## src/rtl/round_sequencer.sv

```systemverilog
// Labyrinth round controller: one-second time base, decaying score and a
// valid/ack handshake for the final result. Define HISCORE_EN to keep the best goal score.
module round_sequencer #(
  parameter int          TICK_DIV   = 100000000,
  parameter int unsigned PENALTY    = 65,
  parameter logic [15:0] SCORE_INIT = 16'hFFFF
) (
  input  logic        clk,
  input  logic        reset,
  input  logic        start,
  input  logic        pause_tgl,
  input  logic        goal,
  input  logic        result_ack,
  output logic [1:0]  state,
  output logic        tick,
  output logic [15:0] score,
  output logic [15:0] elapsed,
  output logic        result_valid,
  output logic [15:0] final_score,
  output logic        timeout,
  output logic [15:0] hiscore
);

  localparam logic [1:0] S_IDLE  = 2'b00;
  localparam logic [1:0] S_RUN   = 2'b01;
  localparam logic [1:0] S_PAUSE = 2'b10;
  localparam logic [1:0] S_DONE  = 2'b11;

  localparam int DW = (TICK_DIV > 1) ? $clog2(TICK_DIV) : 1;

  logic [DW-1:0] div_cnt;
  logic          wrap;
  logic [16:0]   diff;
  logic [15:0]   dec_score;
  logic          to_zero;
  logic          goal_end;
  logic          restart;

  // A borrow out of the 17-bit subtraction means the score would go negative.
  always_comb begin
    wrap      = (state == S_RUN) && (div_cnt == DW'(TICK_DIV - 1));
    diff      = {1'b0, score} - 17'(PENALTY);
    dec_score = diff[16] ? 16'd0 : diff[15:0];
    to_zero   = wrap && (dec_score == 16'd0);
    goal_end  = goal && ((state == S_RUN) || (state == S_PAUSE));
    restart   = start && ((state == S_IDLE) ||
                          ((state == S_DONE) && (!result_valid || result_ack)));
  end

  always_ff @(posedge clk) begin
    if (reset) begin
      state        <= S_IDLE;
      tick         <= 1'b0;
      score        <= SCORE_INIT;
      elapsed      <= '0;
      result_valid <= 1'b0;
      final_score  <= '0;
      timeout      <= 1'b0;
      div_cnt      <= '0;
    end else begin
      tick <= 1'b0;
      if (restart) begin
        state        <= S_RUN;
        score        <= SCORE_INIT;
        elapsed      <= '0;
        div_cnt      <= '0;
        timeout      <= 1'b0;
        result_valid <= 1'b0;
      end else if (goal_end) begin
        // Goal wins over a coincident tick: the score is latched undecremented.
        state        <= S_DONE;
        final_score  <= score;
        timeout      <= 1'b0;
        result_valid <= 1'b1;
      end else begin
        case (state)
          S_RUN: begin
            if (wrap) begin
              div_cnt <= '0;
              score   <= dec_score;
              if (elapsed != 16'hFFFF) elapsed <= elapsed + 16'd1;
            end else begin
              div_cnt <= div_cnt + DW'(1);
            end
            // tick is only raised when the next cycle is still RUN.
            if (to_zero) begin
              state        <= S_DONE;
              final_score  <= 16'd0;
              timeout      <= 1'b1;
              result_valid <= 1'b1;
            end else if (pause_tgl) begin
              state <= S_PAUSE;
            end else begin
              tick <= wrap;
            end
          end
          S_PAUSE: begin
            if (pause_tgl) state <= S_RUN;
          end
          S_DONE: begin
            if (result_ack) result_valid <= 1'b0;
          end
          default: ;
        endcase
      end
    end
  end

`ifdef HISCORE_EN
  logic [15:0] hiscore_q;

  always_ff @(posedge clk) begin
    if (reset) hiscore_q <= '0;
    else if (goal_end && (score > hiscore_q)) hiscore_q <= score;
  end

  assign hiscore = hiscore_q;
`else
  assign hiscore = 16'd0;
`endif

endmodule

```

## config.mk

```make
export PLATFORM = sky130hd
export DESIGN_NAME = round_sequencer
export DESIGN_NICKNAME = d
export VERILOG_FILES = /design/src/rtl/round_sequencer.sv
export SDC_FILE = /design/constraint.sdc
export NUM_CORES = 1
export LEC_CHECK = 0
export CAP_MARGIN = 0
export CORE_AREA = 2 2 94 96
export DETAILED_ROUTE_END_ITERATION = 16
export DIE_AREA = 0 0 96 98
export PLACE_DENSITY_LB_ADDON = 0.05
export SYNTH_ARGS = -nofsm -noshare
export SYNTH_HDL_FRONTEND = slang
export SYNTH_SLANG_ARGS = --single-unit
```

## constraint.sdc

```tcl
create_clock -name clk -period 4.05 [get_ports clk]
set_input_delay 0.81 -clock clk [delete_from_list [all_inputs] [get_ports clk]]
set_output_delay 0.81 -clock clk [all_outputs]
set_load 0.03 [all_outputs]
```

==> key figures, run 1 <==
Synthesis
  • Synth area leader: dfxtp_1
  • Synth async-reset ratio: 0%
  • Area contributors post-synth: dfxtp_1, nand2_1, nor2_1
  • Post-Syn Instances: approximately 530
  • Syn. warnings: 0
  • Unique masters post-synth: 66
  • Most frequent cell after synthesis: dfxtp_1
  • Syn avg cell area: about 8.1 um^2
  • Synth top area share: 37.23%
  • Post-synth EDFFs: 0
  • Sequential area share after synthesis: 37.23%
  • Primary FF master, synth: dfxtp_1
  • Synthesized cell area: 4302 um^2
  • #FFs+latches synth: 80
  • Post-synth top cells: dfxtp_1, nand2_1, nor2_1

Placement
  • Cell Area, Placed: 4908 um^2
  • Routability Congestion: 0.8498
  • Placed cell count: 677
  • Number of port buffers: 58
  • Estimated wirelength of the detail-placed design: between 7000 and 8000 um
  • Pre-CTS setup slack: 838.9 ps

Clocking
  • H-Tree Level Count: 3
  • CTS sink count: 80
  • Post-CTS Resized: 0
  • Clock-pin slew on the worst setup and hold paths: 80 ps
  • TritonCTS clock tree: built
  • Clock Path Buffers: 2
  • Clock Latency Late Sink: 360 ps
  • CTS root buf: clkbuf_8
  • Post-CTS setup buffers: 0
  • Post-cts hold buffer count: 0
  • Num CTS Buffers: 9

Routing
  • WL per Instance: 14.85 um
  • Routed vias: 3913
  • Pre-antenna DRT Iters: 5
  • DR DRC count: 0
  • DRT iter0 DRCs: ~210
  • Routed Antenna Nets: 0
  • Detailed-route vias per instance: roughly 5.6
  • Drt total wl: 10290 um

Layout
  • Layout Nets: 595
  • Layout Cell Area excl Fill: 5130 um^2
  • Filler instances: 812
  • Ant. Diodes: 0
  • Cell Count, Final, Fillers Out: 693
  • Layout cells sized above 1: 7.521%
  • Area Growth Syn to Fin: 19.26%

STA
  • Min Tclk post-route: 3211 ps
  • Unrepaired setup endpoints after global routing: no
  • Final Setup Violations: 0
  • Slew of the pin with the lowest slew margin: 935.0 ps
  • Final period utilization: 79.28%
  • Slack of the critical path: 839.2 ps
  • Final Max Tran Viols: 0
  • Final hold vios: 0
  • TNS Setup: 0 ps
  • Slew HR: a little under two fifths
  • Clock Skew: 13.79 ps
  • Fmax: 0.3114 GHz

Global route
  • Vias in the first global route: 3769
  • Initial antenna violation count: 0
  • Largest net degree at the start of global routing: 28
  • Grt total ovfl: 0
  • First-pass GRT wire length: 17560 um
  • Tot GR Track Use: 23.16%

Die
  • Die Width: between 90 and 100 um
  • Core Rows: 34
  • Io pins: 75
  • Core box area: 8466 um^2
  • Die area: 9408 um^2
  • Initial Utilization: between 50% and 60%
  • Die height: 98 um

Power and ir drop
  • Net Sw Frac: 34.02%
  • Peak VDD IR: around 0.00021 V
  • Power Density: 428.7 nW/um^2
  • Clk pwr share: about 30%
  • Cell-internal power: 1.451 mW
  • Reg power frac: 41.1%
  • Comb power frac: 28.9%
  • Sw power: 0.7482 mW
  • Leakage: 1.824 nW

Run
  • Max_cap viols: 0

Worst setup path
  • Critical Path End Type: flop
  • Crit path max fanout: 16
  • Crit path required time: approximately 4300 ps
  • WS Path Type: reg2reg
  • Worst setup SP type: flop
  • WP data arrival: 3420 ps

Min path
  • HP Class: reg2reg

Status
  • Outcome: finished, final reports clean
[cells in the final DEF (no fill, tap or decap), types with 4 or more instances in the layout]
cell,count
a21oi_1,30
a31oi_1,4
and3_1,7
buf_4,9
clkbuf_8,10
clkdlybuf4s50_1,58
conb_1,16
dfxtp_1,80
ha_1,9
inv_1,16
nand2_1,71
nand2b_1,4
nand3_1,28
nand3b_1,4
nand4_1,17
nor2_1,60
nor3_1,13
nor4_1,12
o211ai_1,4
o21ai_0,16
o311ai_0,4
or2_2,5
or3_1,8
xnor2_1,18
xor2_1,20
[critical path, cell delays in order, from the launching register on]
cell	delay [ps]
dfxtp_1	550
inv_1	160
ha_1	320
or4b_2	620
a2111oi_4	220
a31oi_2	230
o41ai_4	870
a21oi_1	90
[through the flow]
stage | util [%] | total power [mW] | hold slack [ps]
after floorplan | - | 1.355 | 471.6
after global placement | 57.98 | 1.551 | 442.7
after detailed placement | 57.98 | 1.562 | 447.8
after CTS | 60.60 | 2.223 | 459.3
after global routing | 60.60 | 2.336 | 479.8
final | 60.60 | 2.199 | 458.4
[cell type report]
class	count	area, um^2	share of cell area [%]
clock buffers	11	141.4	2.756
clock inverters	5	80.08	1.561
well taps	108	135.1	2.634
inverters	16	60.06	1.171
flip-flops and latches	80	1602	31.22
repair buffers	67	648.1	12.63
multi-input cells	406	2464	48.02
[final timing paths]
kind                                     start               to  slack, ps  depth (start not counted)
worst max-delay path                  score[0]  final_score[11]        840                          7
worst min-delay path            final_score[4]   final_score[4]        460                          2
worst max register to register        score[0]  final_score[11]        840                          7
worst min register to register  final_score[4]   final_score[4]        460                          2
[power by group through the flow]
stage | combinational (mW) | sequential, mW | clock, mW
after floorplan | 0.314 | 1.04 | 0
after global placement | 0.632 | 0.919 | 0
after detailed placement | 0.639 | 0.923 | 0
after CTS | 0.639 | 0.905 | 0.679
after global routing | 0.705 | 0.913 | 0.718
final | 0.635 | 0.903 | 0.661
[flip-flops by register name (all words and copies together), names as in the netlist]
| signal | flops |
|---|---|
| div_cnt | 27 |
| elapsed | 16 |
| final_score | 16 |
| result_valid | 1 |
| score | 16 |
| state | 2 |
| tick | 1 |
| timeout | 1 |
[cells by family (layout without fill, tap and decap cells)]
| group | count (synthesis) | after routing | share of synthesized area, % |
|---|---|---|---|
| AND/OR/NAND/NOR | 254 | 254 | 30.08 |
| AO/OA/AOI/OAI | 85 | 85 | 14.48 |
| flip-flops | 80 | 80 | 37.23 |
| buffers and inverters | 57 | 99 | 6.806 |
| XOR/XNOR | 38 | 38 | 7.737 |
| adder cells (fa/ha/maj) | 9 | 9 | 2.618 |
| multiplexers | 4 | 4 | 0.9599 |
| other | 1 | 16 | 0.08718 |
[routing by layer]
| layer | global-route usage (%) | up-vias | routed length [um] |
|---|---|---|---|
| met5 | 0 | - | 0 |
| met3 | 5.710 | 15 | 497 |
| met2 | 37.55 | 107 | 4960 |
| li1 | - | 1939 | - |
| met4 | 8.022 | 0 | 138 |
| met1 | 29.75 | 1852 | 4694 |
Note: power is estimated with default switching activity, not from simulation.
==> run 2, diff against run 1 <==
- clock period: 4.05 -> 3.05 ns (I/O delays scaled with it)
==> run 2 against run 1 <==
Against the previous run:
- design area rose by 1.4%
- power rose by 36%
- combinational power rose by 35%
- highest routed layer unchanged
- global-route usage rose by 0.063 points
- clock power rose by 43%
- register-to-register slack got worse by 420 ps
==> key figures, run 2 (synthesis gave the netlist of run 1 again) <==
Routing
  • Drt total wl: between 10000 and 15000 um
  • DRT iter0 DRCs: 173
  • DR DRC count: 0
  • Detailed-route vias per instance: about 5.6
  • Routed vias: 3910
  • Routed Antenna Nets: 0
  • WL per Instance: around 15 um
  • Pre-antenna DRT Iters: 4

Clocking
  • TritonCTS clock tree: built
  • CTS root buf: clkbuf_8
  • Post-cts hold buffer count: 0
  • Post-CTS Resized: 0
  • Post-CTS setup buffers: 0
  • CTS sink count: 80
  • Clock Path Buffers: 2
  • H-Tree Level Count: 3
  • Clock-pin slew on the worst setup and hold paths: 90 ps
  • Num CTS Buffers: 9
  • Clock Latency Late Sink: 350 ps

Layout
  • Filler instances: slightly below 800
  • Ant. Diodes: 0
  • Most frequent cells in the layout: dfxtp_1, nand2_1, nor2_1
  • Area Growth Syn to Fin: 20.97%
  • Layout Nets: 603
  • Register Area: 1602 um^2
  • Most flop-heavy register: div_cnt
  • Commonest non-fill, non-tap cell in the layout: dfxtp_1
  • Area of the multi-input gates: 2464 um^2
  • Layout cells sized above 1: 8.446%
  • Flip-flop count of the largest register after layout: 27

Worst setup path
  • WS Path Type: reg2reg
  • WP data arrival: 2860 ps
  • Largest stage delay on the critical path: between 300 and 400 ps
  • Critical Path End Type: flop
  • Worst setup SP type: flop
  • Crit path required time: 3290 ps
  • CP max-delay cell: o41ai_4
  • CP Cell Sequence: inv_1 > ha_1 > nor2b_1 > a21boi_0 > nor3_1 > a31oi_2 > o41ai_4 > buf_4 > a21oi_1
  • Crit path max fanout: 16

Status
  • Outcome: finished, final reports clean

Die
  • Die area: around 9400 um^2
  • Die Width: 96 um
  • Core box area: 8466 um^2
  • Core Rows: 34
  • Die height: 98 um
  • Initial Utilization: 50.81%
  • Io pins: 75

Global route
  • First-pass GRT wire length: 17620 um
  • Initial antenna violation count: 0
  • Grt total ovfl: 0
  • Largest net degree at the start of global routing: 28
  • Vias in the first global route: 3710
  • Tot GR Track Use: between 20% and 30%

STA
  • Min Hold Slack: 455.7 ps
  • Final hold vios: 0
  • Final Setup Violations: 0
  • Fmax: between 0.3 and 0.4 GHz
  • Slew of the pin with the lowest slew margin: 814.6 ps
  • Clock Skew: 15.29 ps
  • Slew HR: 45.19%
  • Unrepaired setup endpoints after global routing: no
  • Min Tclk post-route: 2627 ps
  • TNS Setup: 0 ps
  • Final Max Tran Viols: 0
  • Final period utilization: a little under nine tenths

Power and ir drop
  • Design Power: approximately 3.0 mW
  • Peak VDD IR: 0.0002538 V
  • Power Density: 576.7 nW/um^2
  • Leakage: 1.871 nW

Min path
  • HP Class: reg2reg

Placement
  • Routability Congestion: 0.9005
  • Estimated wirelength of the detail-placed design: 7486 um
  • Number of port buffers: 58

Run
  • Max_cap viols: 0
==> run 2: report_power, final <==
group	total [mW]	switching (mW)	internal [mW]
sequential	1.20	0.0637	1.13
combinational	0.860	0.539	0.321
clock	0.944	0.381	0.563
total	3.00	0.984	2.02
==> run 2: path summary, 6_finish.rpt <==
kind | startpoint | end | slack [ps] | cells after the start
hold / removal | final_score[6] | final_score[6] | 460 | 2
setup / recovery | score[0] | final_score[15] | 420 | 9
setup reg to reg | score[0] | final_score[15] | 420 | 9
hold reg to reg | final_score[6] | final_score[6] | 460 | 2
==> run 2: area by class of cell <==
| type | instances | share of cell area (%) |
|---|---|---|
| sequential | 80 | 30.78 |
| clock inverter | 3 | 1.731 |
| timing repair buffer | 75 | 13.61 |
| tap | 108 | 2.597 |
| inverter | 16 | 1.154 |
| multi-input combinational | 406 | 47.34 |
| clock buffer | 12 | 2.789 |
==> run 2: critical path: cells and delay by family (launching register included) <==
family / cells / cell delay (ps)
flip-flops: 1 / 310
buffers and inverters: 2 / 370
AND/OR/NAND/NOR: 2 / 680
AO/OA/AOI/OAI: 4 / 810
adder cells (fa/ha/maj): 1 / 350
==> run 2: per-layer routing <==
layer  GRT usage (%)  wire [um]
met1           31.16       4703
met2           38.03       4924
met3           3.704        503
met4           7.143        153
met5               0          0
==> run 2: through the flow <==
stage               cells  setup slack [ps]  instance area (um^2)  util [%]
finish                700             422.6                  5204     61.47
global route          700             179.2                  5204     61.47
CTS                   700             444.1                  5204     61.47
detailed placement    685             416.7                  4969     58.69
global placement      685             457.5                  4969     58.69
floorplan             543             45.44                  4359         -
==> run 3, diff against run 2 <==
- ABC_AREA: unset -> 1
- CORE_AREA: 2 2 94 96 -> 2 2 96 98
- DIE_AREA: 0 0 96 98 -> 0 0 98 100
- RECOVER_POWER: unset -> 25
==> run 3 against run 2 <==
Against the previous run:
- clock-buffer cell count shrank 1
- critical endpoint is now div_cnt[24]
- clock skew shrank 2.0 ps
- routed wire length increased by 6.8%
- highest routed layer unchanged
- largest cell class unchanged
- sequential cell count is the same
==> key figures, run 3 <==
Status
  • Outcome: finished, final reports clean

STA
  • Slew HR: 53.89%
  • Min Tclk post-route: 2574 ps
  • Final period utilization: 84.39%
  • TNS Setup: 0 ps
  • Min Hold Slack: 447.5 ps
  • Final Max Tran Viols: 0
  • Final Setup Violations: 0
  • Slew of the pin with the lowest slew margin: 690.8 ps
  • Fmax: 0.3885 GHz
  • Final hold vios: 0
  • Unrepaired setup endpoints after global routing: no
  • Clock Skew: ~13 ps

Power and ir drop
  • Reg power frac: 41.8%
  • Sw power: 1.095 mW
  • Peak VDD IR: 0.0002561 V
  • Design Power: between 2 and 3 mW
  • Power Density: 531.0 nW/um^2
  • Clk pwr share: 24.9%
  • Net Sw Frac: 38.10%
  • Leakage: approximately 2.1 nW
  • Cell-internal power: 1.779 mW
  • Comb power frac: 33.4%

Synthesis
  • Simple-gate share of the synthesized area: 35.93%
  • Largest family of logic cells by synthesized area: simple AND/OR/NAND/NOR gates
  • Unique masters post-synth: 34
  • Syn avg cell area: 6.898 um^2
  • #FFs+latches synth: 80
  • Mux contribution to synthesized area: 0%
  • Synth async-reset ratio: 0%
  • Post-synth top cells: nand2_1, dfxtp_1, inv_1
  • Primary FF master, synth: dfxtp_1
  • Area contributors post-synth: dfxtp_1, nand2_1, inv_1
  • Post-Syn Instances: around 670
  • Synth Area in Compound Gates: around 13%
  • Synthesized cell area: ~4600 um^2
  • Synth area leader: dfxtp_1
  • Adder-Cell Fraction of Synth Area: between 2 and 2.5%
  • Syn. warnings: 0
  • Post-synth EDFFs: 0
  • Most frequent cell after synthesis: nand2_1
  • Xor/xnor share of the synthesized area: 3.236%
  • Synth top area share: around a third
  • Sequential area share after synthesis: 34.81%

Clocking
  • Post-CTS Resized: 0
  • H-Tree Level Count: 3
  • Clock Latency Late Sink: 350 ps
  • Num CTS Buffers: 9
  • Clock Path Buffers: 2
  • TritonCTS clock tree: built
  • Clock-pin slew on the worst setup and hold paths: 90 ps
  • CTS root buf: clkbuf_8
  • Post-CTS setup buffers: 0
  • CTS sink count: 80
  • Post-cts hold buffer count: 0

Worst setup path
  • Worst setup SP type: flop
  • WS Path Type: reg2reg
  • R2r endpoint: div_cnt[24]
  • Crit path required time: between 3000 and 4000 ps
  • R2R depth: 14
  • R2R Setup Slk: 480 ps
  • Crit path max fanout: 8
  • Critical Path End Type: flop
  • WP data arrival: 2820 ps
  • FF-to-FF Start: state[0]

Routing
  • Routed vias: 4433
  • Pre-antenna DRT Iters: 5
  • Max layer used: met4
  • Met2 wire length: just over 5000 um
  • Drt total wl: 10990 um
  • DRT iter0 DRCs: 273
  • WL per Instance: about 13 um
  • Detailed-route vias per instance: 5.252
  • DR DRC count: 0
  • Routed Antenna Nets: 0
  • Metal-1 WL: 5104 um
  • Routed wl met3: 545 um

Placement
  • Cell Area, Placed: 5240 um^2
  • Routability Congestion: 0.9816
  • Number of port buffers: 58
  • Estimated wirelength of the detail-placed design: 8474 um

Min path
  • Hold EP: div_cnt[23]
  • Hold wc startpoint: div_cnt[23]
  • Hold Path Stages: 2
  • HP Class: reg2reg

Run
  • Max_cap viols: 0

Layout
  • Layout Nets: 743
  • Flip-flop count of the largest register after layout: 27
  • Most flop-heavy register: div_cnt
  • Layout cells sized above 1: approximately a tenth
  • Ant. Diodes: 0
  • Area Growth Syn to Fin: 17.68%
  • Layout Cell Area excl Fill: 5414 um^2
  • Commonest non-fill, non-tap cell in the layout: nand2_1
  • Filler instances: 866
  • Most frequent cells in the layout: nand2_1, dfxtp_1, inv_1

Die
  • Io pins: 75
  • Core box area: 8890 um^2
  • Initial Utilization: 51.75%
  • Die height: ~100 um
  • Die area: roughly 9800 um^2
  • Die Width: roughly 98 um
  • Core Rows: 35

Global route
  • Grt total ovfl: 0
  • Largest net degree at the start of global routing: 24
  • First-pass GRT wire length: around 19000 um
  • Initial antenna violation count: 0
  • Vias in the first global route: around 4000
  • Tot GR Track Use: 22.95%
[run 3: cell types whose count changed after synthesis, moves of 14 or more]
cell     before  now
nand3_1      28   55
nor3_1       13   32
a21oi_1      30   44
nand2_1      71  136
inv_1        16   79
nor2_1       60   75
[run 3: per-layer routing]
metal | vias up | GRT usage, %
met2 | 125 | 38.62
met5 | - | 0
met1 | 2015 | 30.26
met3 | 16 | 4.178
met4 | 0 | 6.838
li1 | 2277 | -
[run 3: critical path, cell delays in order (launching register included)]
cell and delay, ps:
dfxtp_1 450, ha_1 350, inv_2 150, nor2_4 230
inv_2 110, nor2_4 140, nand2_2 90, nor2_4 110
nand4_1 120, nor2_1 190, nand2_1 120, nor2_2 140
nand2_1 90, o21ai_1 120, a21oi_1 50
[run 3: logic make-up (layout without fill, tap and decap cells)]
logic type      count (synthesis)  after routing
flops                          80             80
simple gates                  347            347
xor+xnor                       17             17
other cells                     1             16
buf+inv                       114            165
compound gates                 99             99
fa+ha+maj                       9              9
[run 3: worst max-delay path by stage]
stage | depth (start not counted) | slack [ps] | from | endpoint
floorplan | 15 | 710 | state[0] | final_score[10]
global placement | 13 | 360 | goal | div_cnt[24]
detailed placement | 13 | 280 | goal | div_cnt[24]
CTS | 14 | 460 | state[0] | div_cnt[24]
global route | 12 | 170 | state[0] | div_cnt[22]
finish | 14 | 480 | state[0] | div_cnt[24]
[run 3: cell type report]
type	instances	area [um^2]	share of cell area, %
tap	111	138.9	2.565
inverter	84	315.3	5.824
timing repair buffer	65	633.1	11.69
clock inverter	5	32.53	0.6009
multi-input combinational	488	2551	47.12
clock buffer	11	141.4	2.612
sequential	80	1602	29.58
[run 3: per-stage QoR]
stage / instances / util (%) / setup WS, ps
2_1_floorplan: 682 / - / 709.9
3_3_place_gp: 828 / 58.94 / 361.5
3_5_place_dp: 828 / 58.94 / 284.4
4_1_cts: 844 / 60.90 / 459.8
5_1_grt: 844 / 60.90 / 172.4
6_report: 844 / 60.90 / 476.2
[run 3: power by group through the flow]
stage	clock network, mW	logic [mW]	registers [mW]
2_1_floorplan	0	0.524	1.39
3_3_place_gp	0	0.970	1.22
3_5_place_dp	0	0.988	1.23
4_1_cts	0.733	0.990	1.21
5_1_grt	0.783	1.06	1.22
6_report	0.714	0.960	1.20
